$ cat src/rtl/moore_seq_pkg.sv
// -----------------------------------------------------------------------------
// moore_seq_pkg
//   Shared helpers for the parametrised Moore serial-pattern detector.
//   - clog2      : ceiling log2, used to size the state register.
//   - kmp_next   : next matched-prefix length from state k on input bit b.
//   - kmp_fail   : longest proper prefix that is also a suffix of the pattern.
//   - S0         : idle / nothing-matched state index.
//   The detector's DETECT state index equals its pattern length, so it is
//   derived inside the detector from PAT_LEN.
//   Pattern convention: pat[len-1] is the first bit received, pat[0] the last.
// -----------------------------------------------------------------------------
package moore_seq_pkg;

  localparam int S0          = 0;
  localparam int MAX_PAT_LEN = 16;

  function automatic int clog2(input int v);
    int r;
    r = 0;
    for (int i = 0; i < 31; i++) begin
      if ((1 << i) < v) r = i + 1;
    end
    return r;
  endfunction

  // Longest prefix of the pattern that is a suffix of
  // (first k pattern bits followed by b). Requires k < len.
  function automatic int kmp_next(input logic [MAX_PAT_LEN-1:0] pat,
                                  input int len,
                                  input int k,
                                  input logic b);
    logic [MAX_PAT_LEN:0] s;
    logic                 ok;
    int                   res;
    s   = '0;
    res = 0;
    for (int i = 0; i < MAX_PAT_LEN; i++) begin
      if (i < k) s[i] = pat[len-1-i];
    end
    s[k] = b;
    // Ascending scan, so the last hit is the longest one.
    for (int j = 1; j <= MAX_PAT_LEN; j++) begin
      if (j <= k + 1 && j <= len) begin
        ok = 1'b1;
        for (int i = 0; i < MAX_PAT_LEN; i++) begin
          if (i < j && pat[len-1-i] != s[k+1-j+i]) ok = 1'b0;
        end
        if (ok) res = j;
      end
    end
    return res;
  endfunction

  // Longest proper prefix of the pattern that is also a suffix of it.
  function automatic int kmp_fail(input logic [MAX_PAT_LEN-1:0] pat,
                                  input int len);
    logic ok;
    int   res;
    res = 0;
    for (int j = 1; j < MAX_PAT_LEN; j++) begin
      if (j < len) begin
        ok = 1'b1;
        for (int i = 0; i < MAX_PAT_LEN; i++) begin
          if (i < j && pat[len-1-i] != pat[j-1-i]) ok = 1'b0;
        end
        if (ok) res = j;
      end
    end
    return res;
  endfunction

endpackage

$ cat src/rtl/moore_seq_match_cnt.sv
// -----------------------------------------------------------------------------
// moore_seq_match_cnt
//   Saturating up-counter of detected matches.
//   Ports:
//     clock  in   1  rising-edge clock
//     reset  in   1  synchronous active-high clear
//     inc    in   1  count one match this edge
//     count  out  W  match count, sticks at 2^W-1
// -----------------------------------------------------------------------------
module moore_seq_match_cnt #(
  parameter int W = 8
) (
  input  logic         clock,
  input  logic         reset,
  input  logic         inc,
  output logic [W-1:0] count
);

  always_ff @(posedge clock) begin
    if (reset) begin
      count <= '0;
    end else if (inc && (count != {W{1'b1}})) begin
      count <= count + W'(1);
    end
  end

endmodule

$ cat src/rtl/moore_seq_detect_param.sv
// -----------------------------------------------------------------------------
// moore_seq_detect_param
//   Parametrised Moore serial-pattern detector. The transition table is the
//   KMP automaton of PATTERN, built at elaboration from moore_seq_pkg.
//   Optional feature macro: MATCH_CNT_EN (adds a saturating match counter).
//
//   state        | meaning
//   -------------+------------------------------------------------
//   S0           | no pattern bits matched (idle)
//   S1..S(L-1)   | first k pattern bits matched
//   DETECT (=SL) | full pattern seen; y = 1
//
//   Ports:
//     clock        in   1      rising-edge clock
//     reset        in   1      synchronous active-high reset
//     x            in   1      serial data bit
//     en           in   1      bit valid; x sampled only when en = 1
//     y            out  1      high while state == DETECT
//     match_count  out  CNT_W  saturating match count (MATCH_CNT_EN only)
// -----------------------------------------------------------------------------
module moore_seq_detect_param
  import moore_seq_pkg::*;
#(
  parameter int                 PAT_LEN = 4,
  parameter logic [PAT_LEN-1:0] PATTERN = 4'b1010,
  parameter bit                 OVERLAP = 1'b1,
  parameter int                 CNT_W   = 8
) (
  input  logic             clock,
  input  logic             reset,
  input  logic             x,
  input  logic             en,
  output logic             y
`ifdef MATCH_CNT_EN
  ,
  output logic [CNT_W-1:0] match_count
`endif
);

  localparam int              SW        = clog2(PAT_LEN + 1);
  localparam int              NSTATE    = 2 ** SW;
  localparam int              FAIL      = kmp_fail(MAX_PAT_LEN'(PATTERN), PAT_LEN);
  localparam int              DETECT    = PAT_LEN;
  localparam logic [SW-1:0]   ST_S0     = SW'(S0);
  localparam logic [SW-1:0]   ST_DETECT = SW'(DETECT);

  if (PAT_LEN < 2 || PAT_LEN > MAX_PAT_LEN) begin : g_bad_len
    $error("moore_seq_detect_param: PAT_LEN must be 2..16");
  end
  if (CNT_W < 1) begin : g_bad_cnt_w
    $error("moore_seq_detect_param: CNT_W must be >= 1");
  end

  logic [SW-1:0] state;
  logic [SW-1:0] state_nxt;
  logic [SW-1:0] nxt0_tab [NSTATE];
  logic [SW-1:0] nxt1_tab [NSTATE];

  // Table is padded to the full encoding range; unreachable codes fall back
  // to S0 so a corrupted state recovers on the next enabled bit.
  for (genvar k = 0; k < NSTATE; k++) begin : g_tab
    if (k <= PAT_LEN) begin : g_live
      // DETECT behaves like S(FAIL) when overlapping, otherwise like S0.
      localparam int SRC = (k == PAT_LEN) ? (OVERLAP ? FAIL : S0) : k;
      localparam int N0  = kmp_next(MAX_PAT_LEN'(PATTERN), PAT_LEN, SRC, 1'b0);
      localparam int N1  = kmp_next(MAX_PAT_LEN'(PATTERN), PAT_LEN, SRC, 1'b1);
      assign nxt0_tab[k] = N0[SW-1:0];
      assign nxt1_tab[k] = N1[SW-1:0];
    end else begin : g_pad
      assign nxt0_tab[k] = ST_S0;
      assign nxt1_tab[k] = ST_S0;
    end
  end

  always_ff @(posedge clock) begin
    if (reset) begin
      state <= ST_S0;
    end else begin
      state <= state_nxt;
    end
  end

  always_comb begin
    state_nxt = state;
    if (en) begin
      state_nxt = x ? nxt1_tab[state] : nxt0_tab[state];
    end
  end

  // Pure state decode: x and en have no combinational path to y.
  assign y = (state == ST_DETECT);

`ifdef MATCH_CNT_EN
  logic hit;

  assign hit = en && (state_nxt == ST_DETECT);

  moore_seq_match_cnt #(
    .W (CNT_W)
  ) u_match_cnt (
    .clock (clock),
    .reset (reset),
    .inc   (hit),
    .count (match_count)
  );
`endif

endmodule

$ cat config.mk
export PLATFORM = sky130hd
export DESIGN_NAME = moore_seq_detect_param
export DESIGN_NICKNAME = d
export VERILOG_FILES = /design/src/rtl/moore_seq_pkg.sv /design/src/rtl/moore_seq_match_cnt.sv /design/src/rtl/moore_seq_detect_param.sv
export SDC_FILE = /design/constraint.sdc
export NUM_CORES = 1
export LEC_CHECK = 0
export ABC_AREA = 1
export BUFFER_PORTS_ARGS = -buffer_cell sky130_fd_sc_hd__buf_2
export CAP_MARGIN = 20
export CORE_AREA = 2 2 39 41
export CTS_BUF_LIST = sky130_fd_sc_hd__clkbuf_2 sky130_fd_sc_hd__clkbuf_4 sky130_fd_sc_hd__clkbuf_8
export DETAILED_ROUTE_END_ITERATION = 10
export DIE_AREA = 0 0 41 43
export PLACE_DENSITY = 0.32
export REMOVE_ABC_BUFFERS = 1
export SLEW_MARGIN = 20
export SYNTH_ARGS = -nofsm -noshare
export SYNTH_HDL_FRONTEND = slang
export SYNTH_SLANG_ARGS = --single-unit
export TNS_END_PERCENT = 100
$ cat constraint.sdc
create_clock -name clock -period 1 [get_ports clock]
set_input_delay 0.05 -clock clock [delete_from_list [all_inputs] [get_ports clock]]
set_output_delay 0.05 -clock clock [all_outputs]
set_load 0.02 [all_outputs]
==> flow_metrics.tcl <==
set metrics [dict create \
    largest-register "state" \
    yosysTopAreaCell "dfxtp_1" \
    drt_first_pass_iters 4 \
    reg2reg_depth 5 \
    netlist_top_cells_area "dfxtp_1 37%, inv_1 9.2%, nand2_1 9.2%, a21oi_1 6.2%, nand3_1 6.2%" \
    cts_tree "yes" \
    critical_path_class "reg2out" \
    grt_first_pass_wirelength_um 565 \
    placed_cells 44 \
    power.leakage_uw 0.000115 \
    cts.sinks 3 \
    synth-seq-cells 3 \
    largest_reg_flops 3 \
    final_max_slew_viol_count 0 \
    arrival_ns 0.91 \
    num_vias 189 \
    r2r_start "state[2]" \
    p_per_area_nw_per_um2 1630 \
    antenna_left 0 \
    syn_to_final_growth_pct 54.6 \
    cp.buffers_inverters 1 \
    swShare 0.223 \
    gp_congestion 0.657 \
    drv_cap 0 \
    synth_warnings 0 \
    period_minus_slack_ns 0.959 \
    reg2reg_to "state[1]" \
    slowest_stage "dfxtp_2" \
    rsz0062_at_grt "no" \
    synthArstFlopShare 0 \
    gr-total-overflow 0 \
    die_y_um 43 \
    p_clk_frac 0.587 \
    coreArea_sq_um 1380 \
    slew_headroom 0.905 \
    root_buffer "clkbuf_4" \
    cpPeakStageDelay_ns 0.34 \
    final.fill_count 161 \
    synth_ff_type "dfxtp_1" \
    syn_inst 24 \
    drt-total-wl_um 362 \
    numPortBuffers 4 \
    wl_per_cell_um 7.39 \
    critPathTopFamily "flip-flops" \
    p_sw_uw 91.5 \
    synth_area_sq_um 163 \
    stdcell_count 49 \
    grt_max_degree 7 \
    critPathMaxFanout 6 \
    nets 38 \
    grtUsageTotal 0.0572 \
    hp-start "en" \
    start_util 0.118 \
    netlist.area_leader.share 0.369 \
    timing.final.crit_share 0.959 \
    critPathLaunchType "register" \
    max_freq_mhz 1040 \
    hold_violations 0 \
    clk_path_buf_depth 2 \
    drive_gt1_frac 0.455 \
    cp_num_cells 2 \
    syn_avg_cell_area_sq_um 6.78 \
    hpwl_um 262 \
    p_seq_frac 0.335 \
    seq_area_frac_synth 0.369 \
    ff2ff_setup_slack_ns 0.17 \
    die_x_um 41 \
    tightest_slew_ns 0.141 \
    ys_types 13 \
    crit_chain "nor3_2 > buf_2" \
    cp.required_ns 0.95 \
    ys_top_cells_by_count "4 x inv_1, 4 x nand2_1, 3 x dfxtp_1" \
    p_int_uw 319 \
    route.detailed.drc 0 \
    antenna_cells 0 \
    hold_class "in2reg" \
    finalSetupViolations 0 \
    routed_via_density 3.86 \
    clk_pin_slew_ns 0.04 \
    reg_top3 "state: 3 flops" \
    cts_made_buffers 3 \
    hold_depth 2 \
    fin_setup_tns_ns 0 \
    io_pins 5 \
    worstHoldEndpoint "state[0]" \
    clk-insertion-delay-late_ns 0.23 \
    rows 14 \
    synth_edf_count 0 \
    antenna_found_initial 0 \
    grt_pass1_vias 136 \
    critPathLaunch "state[1]" \
    peakVddDrop_mv 0.390 \
    fin_skew_ns 0.000892 \
    drtIter0Drc 9 \
    cp-end-kind "output port" \
    status "finished, final reports clean" \
    die-area_sq_um 1760 \
    comb_power_share 0.078 \
    htree_levels 1 \
]
[stage by stage]
stage	cell area [sq um]	worst slack [ns]	utilization	hold slack, ns	power (uW)
floorplan	163	0.0962	-	0.112	151
global placement	203	0.163	0.146	0.236	165
detailed placement	203	0.172	0.146	0.227	165
CTS	251	0.0248	0.182	0.0443	423
global route	251	0.00765	0.182	0.0597	445
finish	251	0.0411	0.182	0.0596	411
[layout by cell type, fill, tap and decap left out, drive strengths merged]
master and n:
nand4 1, nor3 1, nor2 1, or2 1, nand2 4, clkbuf 4
dfxtp 3, inv 5, dlygate4sd3 1, a21oi 3, buf 4, nand3 2
o21ai 3
[power groups by stage]
stage | clock network [uW] | registers (uW) | logic, uW
floorplan | 0 | 135 | 16.1
detailed placement | 0 | 137 | 28.5
CTS | 253 | 137 | 31.9
finish | 241 | 138 | 32.2
global placement | 0 | 136 | 28.9
global route | 269 | 138 | 37.2
[cells by family (layout without fill, tap and decap cells)]
| kind of cell | after synthesis | count (layout) | synth area share |
|---|---|---|---|
| AOI/OAI and AO/OA | 6 | 6 | 0.231 |
| buffers and inverters | 5 | 14 | 0.115 |
| DFF | 3 | 3 | 0.369 |
| and+or+nand+nor | 10 | 10 | 0.285 |
[area by class of cell]
class | count | area [sq um] | share of cell area
Timing Repair Buffer | 5 | 30.0 | 0.119
Tap cell | 16 | 20.0 | 0.0796
Clock buffer | 4 | 30.0 | 0.119
Multi-Input combinational cell | 16 | 88.8 | 0.353
Sequential cell | 3 | 63.8 | 0.254
Inverter | 5 | 18.8 | 0.0746
[layer usage]
layer,track usage,part of all wire,vias up
met5,0,0,-
met4,0.0400,0,0
met3,0.0785,0.17,0
met2,0.0406,0.36,13
met1,0.0737,0.47,79
li1,-,-,97
[how the worst max path moves through the flow]
| stage | to |
|---|---|
| after floorplan | y |
| after global placement | state[2] |
| after detailed placement | state[2] |
| after CTS | y |
| after global routing | y |
| final | y |
[worst reg2reg max path, stage by stage, from the launching register on]
cell	delay, ns
dfxtp_2	0.33
nor2_1	0.14
nand3_1	0.09
nand2_1	0.06
inv_1	0.04
a21oi_1	0.10
[what timing repair did]
action	CTS	global route
hold endpoints to repair	1	0
gates resized for setup	4	0
hold buffers	1	0
setup buffers	0	0
setup endpoints to repair	1	0
Power figures use the tool's default switching activity.
